**src/rtl/video_stream_pkg.sv**
```systemverilog
// Shared definitions for the video-in streaming stages:
// pixel layout, clipper FSM states and clip-window helpers.
package video_stream_pkg;

    // RGB565 field positions within a 16-bit pixel
    localparam int RGB_R_MSB = 15;
    localparam int RGB_R_LSB = 11;
    localparam int RGB_G_MSB = 10;
    localparam int RGB_G_LSB = 5;
    localparam int RGB_B_MSB = 4;
    localparam int RGB_B_LSB = 0;

    typedef enum logic {
        WAIT_SOP = 1'b0,
        ACTIVE   = 1'b1
    } clip_state_t;

    // First kept column/line given what is dropped on the low side
    function automatic int first_kept(input int drop_lo);
        return drop_lo;
    endfunction

    // Last kept column/line given the size and what is dropped on the high side
    function automatic int last_kept(input int size, input int drop_hi);
        return size - drop_hi - 1;
    endfunction

    // A window is usable only if at least one column/line survives
    function automatic bit window_ok(input int size, input int lo, input int hi);
        return (lo >= 0) && (hi >= 0) && (lo + hi < size);
    endfunction

endpackage

```
**src/rtl/video_in_clipper_if.sv**
```systemverilog
// Avalon-ST video beat bundle with its handshake.
// master drives the beat, slave returns ready.
interface video_in_clipper_if #(
    parameter int DW = 15,
    parameter int EW = 0
);
    logic [DW:0] data;
    logic        startofpacket;
    logic        endofpacket;
    logic [EW:0] empty;
    logic        valid;
    logic        ready;

    modport master (
        output data,
        output startofpacket,
        output endofpacket,
        output empty,
        output valid,
        input  ready
    );

    modport slave (
        input  data,
        input  startofpacket,
        input  endofpacket,
        input  empty,
        input  valid,
        output ready
    );
endinterface

```
**src/rtl/video_stream_out_reg.sv**
```systemverilog
// One-deep registered output stage for video-in streams.
// Upstream may advance whenever the register is empty or being drained.
module video_stream_out_reg #(
    parameter int DW = 15,
    parameter int EW = 0
) (
    input  logic                clk,
    input  logic                reset,
    input  logic [DW:0]         data_i,
    input  logic                sop_i,
    input  logic                eop_i,
    input  logic                valid_i,
    output logic                in_ready_o,
    video_in_clipper_if.master  stream_out
);

    logic [DW:0] data_q;
    logic        sop_q;
    logic        eop_q;
    logic        valid_q;

    // Register may be overwritten when it holds nothing or is being taken
    always_comb begin
        in_ready_o = stream_out.ready | ~valid_q;
    end

    // Load a new beat whenever the stage can advance, otherwise hold
    always_ff @(posedge clk) begin
        if (reset) begin
            data_q  <= '0;
            sop_q   <= 1'b0;
            eop_q   <= 1'b0;
            valid_q <= 1'b0;
        end else if (in_ready_o) begin
            data_q  <= data_i;
            sop_q   <= sop_i;
            eop_q   <= eop_i;
            valid_q <= valid_i;
        end
    end

    assign stream_out.data          = data_q;
    assign stream_out.startofpacket = sop_q;
    assign stream_out.endofpacket   = eop_q;
    assign stream_out.empty         = '0;
    assign stream_out.valid         = valid_q;

endmodule

```
**src/rtl/video_in_clipper.sv**
```systemverilog
// Crops each incoming video frame to a fixed window and
// regenerates start/end of packet for the cropped frame.
module video_in_clipper
    import video_stream_pkg::*;
#(
    parameter int DW          = 15,
    parameter int EW          = 0,
    parameter int WIDTH_IN    = 720,
    parameter int HEIGHT_IN   = 244,
    parameter int DROP_LEFT   = 0,
    parameter int DROP_RIGHT  = 0,
    parameter int DROP_TOP    = 0,
    parameter int DROP_BOTTOM = 0
) (
    input  logic               clk,
    input  logic               reset,
    video_in_clipper_if.slave  stream_in,
    video_in_clipper_if.master stream_out
);

    localparam int XW = (WIDTH_IN > 1) ? $clog2(WIDTH_IN) : 1;
    localparam int YW = $clog2(HEIGHT_IN + 1);

    localparam logic [XW-1:0] X_FIRST = XW'(first_kept(DROP_LEFT));
    localparam logic [XW-1:0] X_LAST  = XW'(last_kept(WIDTH_IN, DROP_RIGHT));
    localparam logic [XW-1:0] X_SPAN  = X_LAST - X_FIRST;
    localparam logic [XW-1:0] X_MAX   = XW'(WIDTH_IN - 1);

    localparam logic [YW-1:0] Y_FIRST = YW'(first_kept(DROP_TOP));
    localparam logic [YW-1:0] Y_LAST  = YW'(last_kept(HEIGHT_IN, DROP_BOTTOM));
    localparam logic [YW-1:0] Y_SPAN  = Y_LAST - Y_FIRST;
    localparam logic [YW-1:0] Y_SAT   = YW'(HEIGHT_IN);

    generate
        if (!window_ok(WIDTH_IN, DROP_LEFT, DROP_RIGHT)) begin : g_bad_w
            $error("video_in_clipper: horizontal crop removes every column");
        end
        if (!window_ok(HEIGHT_IN, DROP_TOP, DROP_BOTTOM)) begin : g_bad_h
            $error("video_in_clipper: vertical crop removes every line");
        end
    endgenerate

    clip_state_t   state_q;
    clip_state_t   state_d;
    logic [XW-1:0] x_q;
    logic [XW-1:0] x_d;
    logic [YW-1:0] y_q;
    logic [YW-1:0] y_d;

    logic          in_ready;
    logic          accept;
    logic          eval_en;
    logic [XW-1:0] ex;
    logic [YW-1:0] ey;
    logic [XW-1:0] x_off;
    logic [YW-1:0] y_off;
    logic          keep;
    logic          sop_d;
    logic          eop_d;

    // The empty field carries nothing for pixel streams
    logic unused_empty;
    assign unused_empty = ^stream_in.empty;

    assign stream_in.ready = in_ready;

    // Place the accepted beat in the frame and decide whether it survives
    always_comb begin
        accept  = stream_in.valid & in_ready;
        eval_en = accept & (stream_in.startofpacket | (state_q == ACTIVE));
        ex      = stream_in.startofpacket ? '0 : x_q;
        ey      = stream_in.startofpacket ? '0 : y_q;
        // Offset compare: values below the first kept index wrap high
        x_off   = ex - X_FIRST;
        y_off   = ey - Y_FIRST;
        keep    = eval_en & (x_off <= X_SPAN) & (y_off <= Y_SPAN);
        sop_d   = keep & (ex == X_FIRST) & (ey == Y_FIRST);
        eop_d   = keep & (((ex == X_LAST) & (ey == Y_LAST))
                          | stream_in.endofpacket);
    end

    // Advance the raster position and frame state on each evaluated beat
    always_comb begin
        state_d = state_q;
        x_d     = x_q;
        y_d     = y_q;
        if (eval_en) begin
            if (stream_in.endofpacket) begin
                state_d = WAIT_SOP;
                x_d     = '0;
                y_d     = '0;
            end else begin
                state_d = ACTIVE;
                if (ex == X_MAX) begin
                    x_d = '0;
                    y_d = (ey == Y_SAT) ? Y_SAT : ey + 1'b1;
                end else begin
                    x_d = ex + 1'b1;
                    y_d = ey;
                end
            end
        end
    end

    // Frame state and raster counters
    always_ff @(posedge clk) begin
        if (reset) begin
            state_q <= WAIT_SOP;
            x_q     <= '0;
            y_q     <= '0;
        end else begin
            state_q <= state_d;
            x_q     <= x_d;
            y_q     <= y_d;
        end
    end

    video_stream_out_reg #(
        .DW (DW),
        .EW (EW)
    ) u_out_reg (
        .clk        (clk),
        .reset      (reset),
        .data_i     (stream_in.data),
        .sop_i      (sop_d),
        .eop_i      (eop_d),
        .valid_i    (keep),
        .in_ready_o (in_ready),
        .stream_out (stream_out)
    );

endmodule

```
**src/flat_wrapper.sv**
```systemverilog
// flat-port wrapper written by rule: the top's interface ports become plain ports
module video_in_clipper_flat import video_stream_pkg::*;
#(
    parameter int DW          = 15,
    parameter int EW          = 0,
    parameter int WIDTH_IN    = 720,
    parameter int HEIGHT_IN   = 244,
    parameter int DROP_LEFT   = 0,
    parameter int DROP_RIGHT  = 0,
    parameter int DROP_TOP    = 0,
    parameter int DROP_BOTTOM = 0
)
  (clk, reset, stream_in_data, stream_in_startofpacket, stream_in_endofpacket, stream_in_empty, stream_in_valid, stream_in_ready, stream_out_data, stream_out_startofpacket, stream_out_endofpacket, stream_out_empty, stream_out_valid, stream_out_ready);
  video_in_clipper_if #(.DW(DW), .EW(EW)) stream_in_i ();
  video_in_clipper_if #(.DW(DW), .EW(EW)) stream_out_i ();
  input  logic clk;
  input  logic reset;
  input wire logic [$bits(stream_in_i.data)-1:0] stream_in_data;
  input wire logic [$bits(stream_in_i.startofpacket)-1:0] stream_in_startofpacket;
  input wire logic [$bits(stream_in_i.endofpacket)-1:0] stream_in_endofpacket;
  input wire logic [$bits(stream_in_i.empty)-1:0] stream_in_empty;
  input wire logic [$bits(stream_in_i.valid)-1:0] stream_in_valid;
  output wire logic [$bits(stream_in_i.ready)-1:0] stream_in_ready;
  output wire logic [$bits(stream_out_i.data)-1:0] stream_out_data;
  output wire logic [$bits(stream_out_i.startofpacket)-1:0] stream_out_startofpacket;
  output wire logic [$bits(stream_out_i.endofpacket)-1:0] stream_out_endofpacket;
  output wire logic [$bits(stream_out_i.empty)-1:0] stream_out_empty;
  output wire logic [$bits(stream_out_i.valid)-1:0] stream_out_valid;
  input wire logic [$bits(stream_out_i.ready)-1:0] stream_out_ready;
  assign stream_in_i.data = stream_in_data;
  assign stream_in_i.startofpacket = stream_in_startofpacket;
  assign stream_in_i.endofpacket = stream_in_endofpacket;
  assign stream_in_i.empty = stream_in_empty;
  assign stream_in_i.valid = stream_in_valid;
  assign stream_in_ready = stream_in_i.ready;
  assign stream_out_data = stream_out_i.data;
  assign stream_out_startofpacket = stream_out_i.startofpacket;
  assign stream_out_endofpacket = stream_out_i.endofpacket;
  assign stream_out_empty = stream_out_i.empty;
  assign stream_out_valid = stream_out_i.valid;
  assign stream_out_i.ready = stream_out_ready;
  video_in_clipper #(.DW(DW), .EW(EW), .WIDTH_IN(WIDTH_IN), .HEIGHT_IN(HEIGHT_IN), .DROP_LEFT(DROP_LEFT), .DROP_RIGHT(DROP_RIGHT), .DROP_TOP(DROP_TOP), .DROP_BOTTOM(DROP_BOTTOM)) u_core (.clk(clk), .reset(reset), .stream_in(stream_in_i), .stream_out(stream_out_i));
endmodule
```
**config.mk**
```make
export PLATFORM = sky130hd
export DESIGN_NAME = video_in_clipper_flat
export DESIGN_NICKNAME = d
export VERILOG_FILES = /design/src/rtl/video_stream_pkg.sv /design/src/rtl/video_in_clipper_if.sv /design/src/rtl/video_stream_out_reg.sv /design/src/rtl/video_in_clipper.sv /design/src/flat_wrapper.sv
export SDC_FILE = /design/constraint.sdc
export NUM_CORES = 1
export LEC_CHECK = 0
export BUFFER_PORTS_ARGS = -buffer_cell sky130_fd_sc_hd__buf_4
export CAP_MARGIN = 0
export CORE_MARGIN = 2
export CORE_UTILIZATION = 50
export DETAILED_ROUTE_END_ITERATION = 12
export PLACE_DENSITY = 0.79
export SETUP_SLACK_MARGIN = 0.2
export SLEW_MARGIN = 0
export SYNTH_ARGS = -nofsm -noshare
export SYNTH_HDL_FRONTEND = slang
export SYNTH_SLANG_ARGS = --single-unit
```
**constraint.sdc**
```tcl
create_clock -name clk -period 2.71 [get_ports clk]
set_clock_uncertainty 0.05 [all_clocks]
set_input_delay 0.542 -clock clk [delete_from_list [all_inputs] [get_ports clk]]
set_output_delay 0.542 -clock clk [all_outputs]
set_load 0.02 [all_outputs]
```
* After elaboration in Yosys (flattened, before gate mapping)
Cells that the tools add are included. Widths: inputs -> output; s select.
Word-level totals: register bits after elaboration 38, bits of input ports 23, output and inout port bits 21, logic and storage cells 36
Cells by class: $add $sub $neg 2, order comparisons 2, eq/ne operators 3, muxes and demuxes 8, bitwise operators 12, reduce and logical (&&, ||, !) cells 2
Operator list (count):
- $mux 8 | 4
- $mux 10 | 3
- $eq 8x8->1 const B | 2
- $add 10x1->10 const B | 1
- $eq 10x10->1 const B | 1
- $le 10x10->1 const B | 1
- $logic_not 10->1 | 1
- $add 8x1->8 const B | 1
- $and 1x1->1 | 8
- $le 8x8->1 const B | 1
- $logic_not 8->1 | 1
- $or 1x1->1 | 3
- $mux 1 | 1
- $not 1->1 | 1

* Logic depth before layout (Yosys ltp)
word-level depth 8, mapped depth 10, mapped depth without buffers 7

* Modules after synthesis
A second synthesis with hierarchy kept.
Unflattened totals: cell total of the unflattened synthesis 261, area total of the unflattened synthesis 2273.4 µm²
Modules (own cells, without submodules):
- video_in_clipper | instances 1, cells an instance 175, area each 1377.6 µm²
- video_stream_out_reg | instances 1, cells an instance 86, area each 895.9 µm²

* Worst setup path before layout
Ideal clock, no wire load.
path kind input-to-reg, start point input stream_in_startofpacket, end point register u_core.x_q[6], library setup time 91 ps, arrival time 2339 ps, data required time 2569 ps, setup slack 230 ps, stages 10, buffers on the path 3, cells stage by stage buf_6 clkbuf_1 nand2b_1 inv_1 ha_1 and3_1 clkbuf_2 and4b_4 or3b_1 a311oi_1
Between the ends: longest elaborated chain between the ends 4
Ends and longest elaborated chain:
- start, declared | line flat_wrapper.sv:19 | input wire logic [$bits(stream_in_i.startofpacket)-1:0] stream_in_startofpacket;
- $mux 10 | line video_in_clipper.sv:71 | ex = stream_in.startofpacket ? '0 : x_q;
- $add 10x1->10 / $eq 10x10->1 (equally long branches) | line video_in_clipper.sv:98, video_in_clipper.sv:94
- $mux 10 | line video_in_clipper.sv:94 | if (ex == X_MAX) begin
- $mux 10 | line video_in_clipper.sv:88 | if (stream_in.endofpacket) begin
- end signal, assigned | line video_in_clipper.sv:109 | x_q <= '0;
- end signal, assigned | line video_in_clipper.sv:113 | x_q <= x_d;
- end, declared | line video_in_clipper.sv:45 | logic [XW-1:0] x_q;
Several ways; a longest one is shown, not always the timed one. A chain may end at the register's enable or synchronous reset.

* Worst setup path in the final report
Ends and elaborated chain as after synthesis.

==> results.md <==
* Final nets at roughly 330
* RSZ-0062 raised after global routing: no
* Met1 Track Usage GR at approximately a third
* Synth Instances at between 200 and 300
* Worst-Skew Late Latency at a little under 0.3 ns
* Min-delay src: u_core.u_out_reg.stream_out.data[15]$_SDFFE_PP0N_
* Global route total overflow at 0
* WS Path Type: in -> reg
* Fin. max-slew vios at 0
* Synth Warn # at 0
* Largest net degree at the start of global routing at 38
* Final Core Density at approximately 64%
* Register area share after synthesis at 36.8%
* Max stage delay on crit path at 0.34 ns
* Fin crit share at approximately 75%
* DRC errors left at 0
* Cts bufs inserted at 5
* Detailed-placement wirelength estimate at approximately 3800 um
* R2r worst-path depth at 6
* Setup ws final at ~0.67 ns
* Start of the worst register-to-register path: u_core.x_q[0]$_SDFFE_PP0P_
* Max Cap Viol at 0
* Final setup viols at 0
* Area of placed instances at 2410 um2
* DRT iter0 DRCs at 249
* Power, Total at 1.33 mW
* # resized after CTS at 0
* Worst slew pin tran at roughly 0.55 ns
* Total wire length at between 5000 and 6000 um
* Ys flop type: dfxtp_1
* Horiz. Die Dim at 68.3 um
* Root buf cell: clkbuf_8
* First-pass GRT wire length at approximately 8700 um
* DIE AREA at 4660 um2
* Initial antenna violation count at 0
* R2R Path End: u_core.y_q[5]$_SDFFE_PP0P_
* Hold_ws at 0.404 ns
* Worst setup SP type: input pin
* Area Growth Syn to Fin at 23.1%
* Drt pass-1 iters at 7
* FF+latch count, synth at 38
* Fin Setup TNS at 0 ns
* Core area at around 4000 um2
* GPL Wtd Cong at approximately 0.94
* Final hold vios at 0
* Setup repair bufs after CTS at 0
* Crit-path max FO at 7
* Met3 GRT Util at between 6 and 7%
* Max stage delay cell, worst path: or3b_1
* WP data arrival at between 2 and 2.5 ns
* Synth top area share at a little under two fifths
* Grt met2 use at a little under two fifths
* Std cell rows at 23
* TritonCTS clock tree: yes
* Drt wl/cell at about 15 um
* Lkg Pwr at approximately 1.0 nW
* Post-DRT Antenna Nets at 0
* GRT busiest layer: met2
* Maximum level of the CTS H-tree at 2
* Reg2reg setup slack at 0.70 ns
* Sequential fraction of design power at between 40% and 50%
* CP endpoint kind: flip-flop
* Post-synth cell types at 58
* IO Pins at between 40 and 50
* Power density cells at roughly 520 nW/um2
* Top post-synthesis cells by count: nand2_1, dfxtp_1, a21oi_1, inv_1, o21ai_0
* Headroom to the max-slew limit at 62.9%
* Internal power at about 1.0 mW
* Logic pwr share at 12.4%
* Mapped Area at between 2000 and 2500 um2
* FMAX at slightly below 0.5 GHz
* Final Cell Area at about 2500 um2
* Worst slack at placement at between 0.4 and 0.5 ns
* Syn Nets at between 200 and 300
* Avg Vias per Cell at 6.05
* Worst min path class: reg -> reg
* Post-Place Cells at roughly 340
* CP required at 2.86 ns
* Initial Utilization at 51.7%
* Asr flop ratio synth at 0%
* Layout Cells excl Fill at around 350
* Sw Pwr at approximately 0.32 mW
* Most numerous cell in the Yosys netlist: nand2_1
* Critical Path Start: stream_in_startofpacket
* N_diodes at 0
* Worst-path cell chain: buf_4 > nand2b_1 > inv_1 > ha_1 > and3_1 > and4b_4 > or3b_1 > a311oi_1
* Clock Sinks at 38
* Status: completed
* GRT Total Usage at between 20% and 30%
* Number of global-route vias before repair at 1834
* Post-synth top area cell: dfxtp_1
* Height of the die at just under 70 um
* Post-Syn Area per Cell at ~8 um2
* Reg clk slew, reported paths at 0.08 ns
* Share of cells above drive strength 1 at between 20% and 30%
* Vias after detailed routing at about 2100
* Top post-synthesis cells by area: dfxtp_1, nand2_1, a21oi_1
* PortBufs at 41
* Hold-fix buffers, CTS at 0
* Last element of the critical path: u_core.x_q[6]$_SDFFE_PP0P_
* Clock share of power at between 40 and 50%
* Peak supply drop at between 300 and 400 uV
* Crit path time final at around 2 ns
* Clock Path Buffers at 2
* Sw frac at about a quarter
* Post-synth EDFFs at 0
-- power groups by stage --
| stage | combinational (mW) | clock, mW | sequential (mW) |
|---|---|---|---|
| 2_1_floorplan | 0.0720 | 0 | 0.622 |
| 3_3_place_gp | 0.162 | 0 | 0.601 |
| 3_5_place_dp | 0.164 | 0 | 0.602 |
| 4_1_cts | 0.165 | 0.588 | 0.589 |
| 5_1_grt | 0.179 | 0.617 | 0.591 |
| 6_report | 0.165 | 0.579 | 0.589 |
-- cells in the final DEF, fill, tap and decap left out, types with 3 or more instances in the layout --
cell type and count:
nand3_1 8, a21oi_1 24, nand4b_1 7, o21ai_0 10, buf_4 48, nand2_1 44
nor4_1 5, a31oi_1 8, and3_1 3, nor2b_1 5, nor2_1 8, nand3b_1 3
dfxtp_1 38, clkbuf_8 5, ha_1 4, o31ai_1 4, nor3_1 7, nand2b_1 5
inv_1 14, o2111ai_1 3
-- sequential cells by signal, summed over array words and instances, names as in the netlist --
signal and cells:
u_core.state_q 1, u_core.u_out_reg.stream_out.startofpacket 1, u_core.u_out_reg.stream_out.data 16, u_core.y_q 8
u_core.u_out_reg.stream_out.endofpacket 1, u_core.u_out_reg.stream_out.valid 1, u_core.x_q 10
-- layout make-up --
cell class              count  area, um2
clock inverters             3       68.8
fillers                   359       1460
repair buffers             48        360
multi-input cells         191       1170
well taps                  50       62.6
inverters                  14       52.6
flip-flops and latches     38        761
clock buffers               5       68.8
-- logic make-up (layout without fill, tap and decap cells) --
logic type / Yosys count / in the layout / share of synthesized area, %
buf+inv: 31 / 70 / 6.54
mux: 1 / 1 / 0.484
fa+ha+maj: 4 / 4 / 2.42
compound gates: 68 / 68 / 20.9
flops: 38 / 38 / 36.8
other cells: 1 / 1 / 0.181
simple gates: 117 / 117 / 32.7
-- worst max-delay path, delay by kind of cell --
kind                     cells  cell delay (ns)
AND/OR/NAND/NOR              4             0.96
adder cells (fa/ha/maj)      1             0.24
AO/OA/AOI/OAI                1             0.27
buffers and inverters        2             0.18
-- how the worst min path moves through the flow --
stage | end | slack [ns] | cells after the start
finish | u_core.u_out_reg.stream_out.data[15]$_SDFFE_PP0N_ | 0.40 | 2
global route | u_core.u_out_reg.stream_out.data[15]$_SDFFE_PP0N_ | 0.42 | 2
CTS | u_core.u_out_reg.stream_out.data[15]$_SDFFE_PP0N_ | 0.40 | 2
detailed placement | u_core.u_out_reg.stream_out.data[15]$_SDFFE_PP0N_ | 0.40 | 2
global placement | u_core.u_out_reg.stream_out.data[0]$_SDFFE_PP0N_ | 0.39 | 2
floorplan | u_core.y_q[1]$_SDFFE_PP0P_ | 0.40 | 2
-- layer usage --
metal  share of wire, %  vias to the layer above
met5                  0                        -
met4                1.8                        0
met3                7.1                       15
met2                 46                       92
met1                 45                      985
li1                   -                     1019
Note: power is estimated with default switching activity, not from simulation.
